### config.mk
export PLATFORM = sky130hd
export DESIGN_NAME = pll_rst_seq_flat
export DESIGN_NICKNAME = d
export VERILOG_FILES = /design/src/rtl/pll_rst_seq_pkg.sv /design/src/rtl/pll_rst_seq_if.sv /design/src/rtl/pll_rst_seq_sync_ff.sv /design/src/rtl/pll_rst_seq.sv /design/src/flat_wrapper.sv
export SDC_FILE = /design/constraint.sdc
export NUM_CORES = 1
export LEC_CHECK = 0
export CAP_MARGIN = 20
export CELL_PAD_IN_SITES_DETAIL_PLACEMENT = 1
export CELL_PAD_IN_SITES_GLOBAL_PLACEMENT = 1
export CORE_ASPECT_RATIO = 0.75
export CORE_MARGIN = 2
export CORE_UTILIZATION = 28
export DETAILED_ROUTE_END_ITERATION = 16
export PLACE_DENSITY = 0.64
export SYNTH_ARGS = -nofsm -noshare
export SYNTH_HDL_FRONTEND = slang
export SYNTH_SLANG_ARGS = --single-unit
### constraint.sdc
create_clock -name CLOCK_100 -period 5.7 [get_ports CLOCK_100]
set_input_delay 1.14 -clock CLOCK_100 [delete_from_list [all_inputs] [get_ports CLOCK_100]]
set_output_delay 1.14 -clock CLOCK_100 [all_outputs]
set_load 0.005 [all_outputs]
### src/rtl/pll_rst_seq_pkg.sv
// ---------------------------------------------------------------------------
// pll_rst_seq_pkg
//   Shared types and constants for the PLL reset sequencer.
//   - rst_state_t  : sequencer states
//   - LOSS_CNT_W   : width of the lock-loss event counter
//   - LOSS_CNT_MAX : saturation value of that counter
//   - cnt_width()  : width of the shared STABLE/POWERUP counter
//   - sat_inc()    : saturating increment for the lock-loss counter
// ---------------------------------------------------------------------------
package pll_rst_seq_pkg;

    typedef enum logic [1:0] {
        WAIT_LOCK = 2'd0,
        STABLE    = 2'd1,
        POWERUP   = 2'd2,
        RUN       = 2'd3
    } rst_state_t;

    localparam int                    LOSS_CNT_W   = 8;
    localparam logic [LOSS_CNT_W-1:0] LOSS_CNT_MAX = 8'd255;

    // Enough bits to hold (max - 1); never less than one bit so that the
    // degenerate 1-cycle windows still produce a legal vector.
    function automatic int cnt_width(input int a, input int b);
        int m;
        m = (a > b) ? a : b;
        return (m < 2) ? 1 : $clog2(m);
    endfunction

    function automatic logic [LOSS_CNT_W-1:0] sat_inc(input logic [LOSS_CNT_W-1:0] v);
        return (v == LOSS_CNT_MAX) ? v : v + LOSS_CNT_W'(1);
    endfunction

endpackage : pll_rst_seq_pkg

### src/rtl/pll_rst_seq_if.sv
// ---------------------------------------------------------------------------
// pll_rst_seq_if
//   Bundles the PLL lock input, the debug clear and the reset/init outputs
//   of the sequencer. Clock and reset stay plain ports on the modules.
//   master : environment side (drives locked, clear_lost)
//   slave  : sequencer side  (drives sys_rst_n, sdram_init_start, ready,
//                             lock_lost, lock_loss_count)
// ---------------------------------------------------------------------------
interface pll_rst_seq_if
    import pll_rst_seq_pkg::*;
();

    logic                  locked;
    logic                  clear_lost;
    logic                  sys_rst_n;
    logic                  sdram_init_start;
    logic                  ready;
    logic                  lock_lost;
    logic [LOSS_CNT_W-1:0] lock_loss_count;

    modport master (
        output locked,
        output clear_lost,
        input  sys_rst_n,
        input  sdram_init_start,
        input  ready,
        input  lock_lost,
        input  lock_loss_count
    );

    modport slave (
        input  locked,
        input  clear_lost,
        output sys_rst_n,
        output sdram_init_start,
        output ready,
        output lock_lost,
        output lock_loss_count
    );

endinterface : pll_rst_seq_if

### src/rtl/pll_rst_seq_sync_ff.sv
// ---------------------------------------------------------------------------
// sync_ff
//   Generic multi-flop synchronizer for a single asynchronous bit.
//   Ports:
//     clk   - destination clock
//     rst_n - synchronous active-low reset, clears every stage to 0
//     d     - asynchronous input
//     q     - synchronized output (STAGES edges of latency)
// ---------------------------------------------------------------------------
module sync_ff #(
    parameter int STAGES = 2
) (
    input  logic clk,
    input  logic rst_n,
    input  logic d,
    output logic q
);

    logic [STAGES-1:0] ff;

    // NOTE: every synchronizer stage is reset, not just the last one; an
    // un-reset middle stage could release a stale 1 right after reset and
    // skip the stability window.
    always_ff @(posedge clk) begin
        if (!rst_n) begin
            ff <= '0;
        end else begin
            ff <= {ff[STAGES-2:0], d};
        end
    end

    assign q = ff[STAGES-1];

endmodule : sync_ff

### src/rtl/pll_rst_seq.sv
// ---------------------------------------------------------------------------
// pll_rst_seq
//   Consumer end of the PLL lock interface. Holds the system in reset until
//   the synchronized lock has been high for STABLE_CYCLES, waits out the
//   SDRAM power-up interval, then pulses the SDRAM init request. Lock drops
//   after reset release are counted as loss events for debug.
//   Ports:
//     CLOCK_100 - sole clock (PLL output)
//     reset_n   - synchronous active-low reset
//     bus       - slave side of pll_rst_seq_if:
//                 locked (async in), clear_lost (in),
//                 sys_rst_n, sdram_init_start, ready, lock_lost,
//                 lock_loss_count (all registered outputs)
// ---------------------------------------------------------------------------
module pll_rst_seq
    import pll_rst_seq_pkg::*;
#(
    parameter int SYNC_STAGES    = 2,
    parameter int STABLE_CYCLES  = 1024,
    parameter int POWERUP_CYCLES = 28000,
    parameter int CNT_W          = cnt_width(STABLE_CYCLES, POWERUP_CYCLES)
) (
    input  logic         CLOCK_100,
    input  logic         reset_n,
    pll_rst_seq_if.slave bus
);

    localparam logic [CNT_W-1:0] STABLE_LAST  = CNT_W'(STABLE_CYCLES - 1);
    localparam logic [CNT_W-1:0] POWERUP_LAST = CNT_W'(POWERUP_CYCLES - 1);

    logic                  lock_s;

    rst_state_t            state_q;
    rst_state_t            state_nxt;
    logic [CNT_W-1:0]      cnt_q;
    logic [CNT_W-1:0]      cnt_nxt;
    logic                  loss;
    logic                  init_nxt;

    logic                  sys_rst_n_q;
    logic                  init_q;
    logic                  ready_q;
    logic                  lost_q;
    logic [LOSS_CNT_W-1:0] loss_cnt_q;

    sync_ff #(
        .STAGES (SYNC_STAGES)
    ) u_lock_sync (
        .clk   (CLOCK_100),
        .rst_n (reset_n),
        .d     (bus.locked),
        .q     (lock_s)
    );

    // -----------------------------------------------------------------------
    // Next-state logic
    // -----------------------------------------------------------------------
    // NOTE: every variable gets a default at the top of the block so no
    // path through the case leaves one unassigned, which would infer a latch.
    always_comb begin
        state_nxt = state_q;
        loss      = 1'b0;
        init_nxt  = 1'b0;

        unique case (state_q)
            WAIT_LOCK: begin
                if (lock_s) state_nxt = STABLE;
            end
            STABLE: begin
                // A drop here is a glitch before reset release, not a loss.
                if (!lock_s)                   state_nxt = WAIT_LOCK;
                else if (cnt_q == STABLE_LAST) state_nxt = POWERUP;
            end
            POWERUP: begin
                // Loss is tested first so a drop on the terminal cycle
                // suppresses the init pulse.
                if (!lock_s) begin
                    loss      = 1'b1;
                    state_nxt = WAIT_LOCK;
                end else if (cnt_q == POWERUP_LAST) begin
                    state_nxt = RUN;
                    init_nxt  = 1'b1;
                end
            end
            RUN: begin
                if (!lock_s) begin
                    loss      = 1'b1;
                    state_nxt = WAIT_LOCK;
                end
            end
            default: state_nxt = WAIT_LOCK;
        endcase

        // Shared counter: restarts on every state change and only runs in
        // the two timed states. Terminal counts always leave the state, so
        // it never wraps.
        if (state_nxt != state_q) begin
            cnt_nxt = '0;
        end else if (state_q == STABLE || state_q == POWERUP) begin
            cnt_nxt = cnt_q + CNT_W'(1);
        end else begin
            cnt_nxt = '0;
        end
    end

    // -----------------------------------------------------------------------
    // State, counter and registered outputs
    // -----------------------------------------------------------------------
    // NOTE: non-blocking assignments throughout so every register samples
    // the pre-edge values, independent of statement order.
    always_ff @(posedge CLOCK_100) begin
        if (!reset_n) begin
            state_q     <= WAIT_LOCK;
            cnt_q       <= '0;
            sys_rst_n_q <= 1'b0;
            init_q      <= 1'b0;
            ready_q     <= 1'b0;
            lost_q      <= 1'b0;
            loss_cnt_q  <= '0;
        end else begin
            state_q     <= state_nxt;
            cnt_q       <= cnt_nxt;
            // Outputs are decoded from the next state so they change on the
            // same edge as the state itself, with no output-side latency.
            sys_rst_n_q <= (state_nxt == POWERUP) || (state_nxt == RUN);
            ready_q     <= (state_nxt == RUN);
            init_q      <= init_nxt;

            // A loss in the same cycle as a clear wins: the clear zeroes the
            // old count and the loss is the first new one.
            if (loss) begin
                lost_q     <= 1'b1;
                loss_cnt_q <= bus.clear_lost ? LOSS_CNT_W'(1) : sat_inc(loss_cnt_q);
            end else if (bus.clear_lost) begin
                lost_q     <= 1'b0;
                loss_cnt_q <= '0;
            end
        end
    end

    assign bus.sys_rst_n        = sys_rst_n_q;
    assign bus.sdram_init_start = init_q;
    assign bus.ready            = ready_q;
    assign bus.lock_lost        = lost_q;
    assign bus.lock_loss_count  = loss_cnt_q;

endmodule : pll_rst_seq

### src/flat_wrapper.sv
// flat-port wrapper written by rule: the top's interface ports become plain ports
module pll_rst_seq_flat import pll_rst_seq_pkg::*;
#(
    parameter int SYNC_STAGES    = 2,
    parameter int STABLE_CYCLES  = 1024,
    parameter int POWERUP_CYCLES = 28000,
    parameter int CNT_W          = cnt_width(STABLE_CYCLES, POWERUP_CYCLES)
)
  (CLOCK_100, reset_n, bus_locked, bus_clear_lost, bus_sys_rst_n, bus_sdram_init_start, bus_ready, bus_lock_lost, bus_lock_loss_count);
  pll_rst_seq_if bus_i ();
  input  logic CLOCK_100;
  input  logic reset_n;
  input wire logic [$bits(bus_i.locked)-1:0] bus_locked;
  input wire logic [$bits(bus_i.clear_lost)-1:0] bus_clear_lost;
  output wire logic [$bits(bus_i.sys_rst_n)-1:0] bus_sys_rst_n;
  output wire logic [$bits(bus_i.sdram_init_start)-1:0] bus_sdram_init_start;
  output wire logic [$bits(bus_i.ready)-1:0] bus_ready;
  output wire logic [$bits(bus_i.lock_lost)-1:0] bus_lock_lost;
  output wire logic [$bits(bus_i.lock_loss_count)-1:0] bus_lock_loss_count;
  assign bus_i.locked = bus_locked;
  assign bus_i.clear_lost = bus_clear_lost;
  assign bus_sys_rst_n = bus_i.sys_rst_n;
  assign bus_sdram_init_start = bus_i.sdram_init_start;
  assign bus_ready = bus_i.ready;
  assign bus_lock_lost = bus_i.lock_lost;
  assign bus_lock_loss_count = bus_i.lock_loss_count;
  pll_rst_seq #(.SYNC_STAGES(SYNC_STAGES), .STABLE_CYCLES(STABLE_CYCLES), .POWERUP_CYCLES(POWERUP_CYCLES), .CNT_W(CNT_W)) u_core (.CLOCK_100(CLOCK_100), .reset_n(reset_n), .bus(bus_i));
endmodule
==> results.sh <==
export IMPL_grt_setup_unrepaired="false"
export IMPL_startpoint_type="input pin"
export IMPL_synthTopCellsByCount="dfxtp_1 (31), nor2_1 (17), nor3_1 (17)"
export IMPL_max_vdd_ir_drop_uv=94.06
export IMPL_design_die_area_um2=6093
export IMPL_hold_buffers=0
export IMPL_gp_congestion=0.8520
export IMPL_wirelength_um=3524
export IMPL_leakage_uw=0.0006074
export IMPL_slew_violations=0
export IMPL_hold_viol=0
export IMPL_synth_top_area_share_pct=40.46
export IMPL_post_route_period_util_pct=45.58
export IMPL_required_ns=5.91
export IMPL_drc=0
export IMPL_rows=23
export IMPL_hp_class="register to register"
export IMPL_core_area_um2=5324
export IMPL_path_clk_slew_ns=0.07
export IMPL_yosys_top_cells_area="dfxtp_1 (40%), xor2_1 (7.4%), nor3_1 (5.5%), ha_1 (4.9%), nand3_1 (4.6%)"
export IMPL_numCtsBuffers=5
export IMPL_worstMarginPinSlew_ns=0.6158
export IMPL_pin_count=16
export IMPL_finClkSkew_ns=0.006641
export IMPL_layout_drive_gt1_share_pct=6.186
export IMPL_dr_first_iter_drc_count=59
export IMPL_synthToLayoutAreaGrowth_pct=20.64
export IMPL_die_h_um=68.10
export IMPL_setup_violations=0
export IMPL_wire_per_inst_um=13.10
export IMPL_fin_crit_ns=2.598
export IMPL_synth_net_count=186
export IMPL_synthFlopType="dfxtp_1"
export IMPL_cp_max_fo=13
export IMPL_nets=203
export IMPL_yosys_area_top_type="dfxtp_1"
export IMPL_diodes=0
export IMPL_postSynthCellCount=176
export IMPL_io_buffers=15
export IMPL_crit_type="input pin to register"
export IMPL_dr_total_vias=1272
export IMPL_hpwl_um=2546
export IMPL_max_cap_violations=0
export IMPL_clock_fmax_mhz=384.9
export IMPL_end_kind="register"
export IMPL_cts_resized=0
export IMPL_cts_htree_levels=2
export IMPL_relSlewSlack_pct=58.95
export IMPL_cts_tree="yes"
export IMPL_first_global_vias=1161
export IMPL_ant_nets=0
export IMPL_cts_sinks=31
export IMPL_viasPerCell=4.729
export IMPL_grt_usage_pct=12.48
export IMPL_start_util_pct=28.81
export IMPL_ys_warn_count=0
export IMPL_cts_setup_buffers=0
export IMPL_drt_pass1_iter_count=4
export IMPL_status="complete, no violations"
export IMPL_power_total_uw=422.5
export IMPL_synth_edff_count=0
export IMPL_cts_buffer_depth=2
export IMPL_power_density_nw_per_um2=228.3
export IMPL_die_w_um=89.47
export IMPL_antenna_found_initial=0
export IMPL_yosysSeqAreaShare_pct=40.46
export IMPL_synth_cell_type_count=39
export IMPL_yosysMostFrequentCell="dfxtp_1"
export IMPL_syn_avg_cell_area_um2=8.716
export IMPL_setup_tns_ns=0
export IMPL_grt_pass1_wl_um=5837
export IMPL_grt_max_degree=14
export IMPL_synth_async_reset_ratio_pct=0
export IMPL_syn_area_um2=1534
export IMPL_gr_total_overflow=0
export IMPL_ys_ff_latch=31
export IMPL_root_buffer="clkbuf_8"
export IMPL_worstPathArrival_ns=2.80
export IMPL_clk_latency_ns=0.27
metrics by stage:
| step | setup slack, ns | instances | util, % | hold WS, ns | area, um^2 |
|---|---|---|---|---|---|
| final | 3.102 | 269 | 34.76 | 0.4342 | 1851 |
| after global routing | 2.995 | 269 | 34.76 | 0.4449 | 1851 |
| after CTS | 3.079 | 269 | 34.76 | 0.4355 | 1851 |
| after detailed placement | 2.818 | 261 | 32.88 | 0.4194 | 1750 |
| after global placement | 2.873 | 261 | 32.88 | 0.4156 | 1750 |
| after floorplan | 3.749 | 176 | - | 0.4119 | 1534 |
sequential cells by signal, summed over array words and instances (netlist names):
signal / cells
u_core.bus.sys_rst_n: 1
u_core.cnt_q: 15
u_core.bus.lock_loss_count: 8
u_core.state_q: 2
u_core.bus.lock_lost: 1
u_core.u_lock_sync.ff: 2
u_core.bus.ready: 1
u_core.bus.sdram_init_start: 1
path summary, 6_finish.rpt:
| kind | startpoint | end | slack, ns | cells past startpoint |
|---|---|---|---|---|
| hold reg to reg | u_core.u_lock_sync.ff[0] | u_core.u_lock_sync.ff[1] | 0.43 | 1 |
| setup / recovery | reset_n | u_core.cnt_q[12] | 3.10 | 5 |
| setup reg to reg | u_core.state_q[0] | u_core.cnt_q[12] | 3.23 | 7 |
| hold / removal | u_core.u_lock_sync.ff[0] | u_core.u_lock_sync.ff[1] | 0.43 | 1 |
layout by cell type (no fill, tap or decap), types with 5 or more instances in the layout:
master / n
dfxtp_1: 31
nor2_1: 17
nor3_1: 17
nand2_1: 16
clkdlybuf4s50_1: 15
nand3_1: 14
xor2_1: 13
clkbuf_8: 7
ha_1: 6
xnor2_1: 5
routing by layer:
metal | vias to the layer above | global-route usage (%) | part of all wire, %
li1 | 653 | - | -
met1 | 603 | 19.78 | 60
met2 | 14 | 16.39 | 37
met3 | 2 | 3.619 | 2.5
met4 | 0 | 2.239 | 0.82
met5 | - | 0 | 0
final cells by class:
cell class	instances	area, um^2
inverter	2	7.507
tap	75	93.84
sequential	31	620.6
timing repair buffer	15	150.1
multi-input combinational	138	878.3
fill	622	3473
clock buffer	8	100.1
critical path: stages:
cell	delay (ns)
clkdlybuf4s50_1	0.70
nand2_1	0.10
a211o_1	0.46
o21bai_1	0.28
nor2_1	0.12
power by group:
part           switching [uW]  total [uW]  internal, uW
Sequential               2.36         221           218
Clock                    76.9         187           110
Combinational            8.22        14.9          6.72
Total                    87.5         423           335
cell families after synthesis:
family,synth area share (%)
flip-flops,40.46
AO/OA/AOI/OAI,9.462
XOR/XNOR,10.28
adder cells (fa/ha/maj),4.894
AND/OR/NAND/NOR,31.32
multiplexers,1.305
buffers and inverters,2.284
Note: power is estimated with default switching activity, not from simulation.
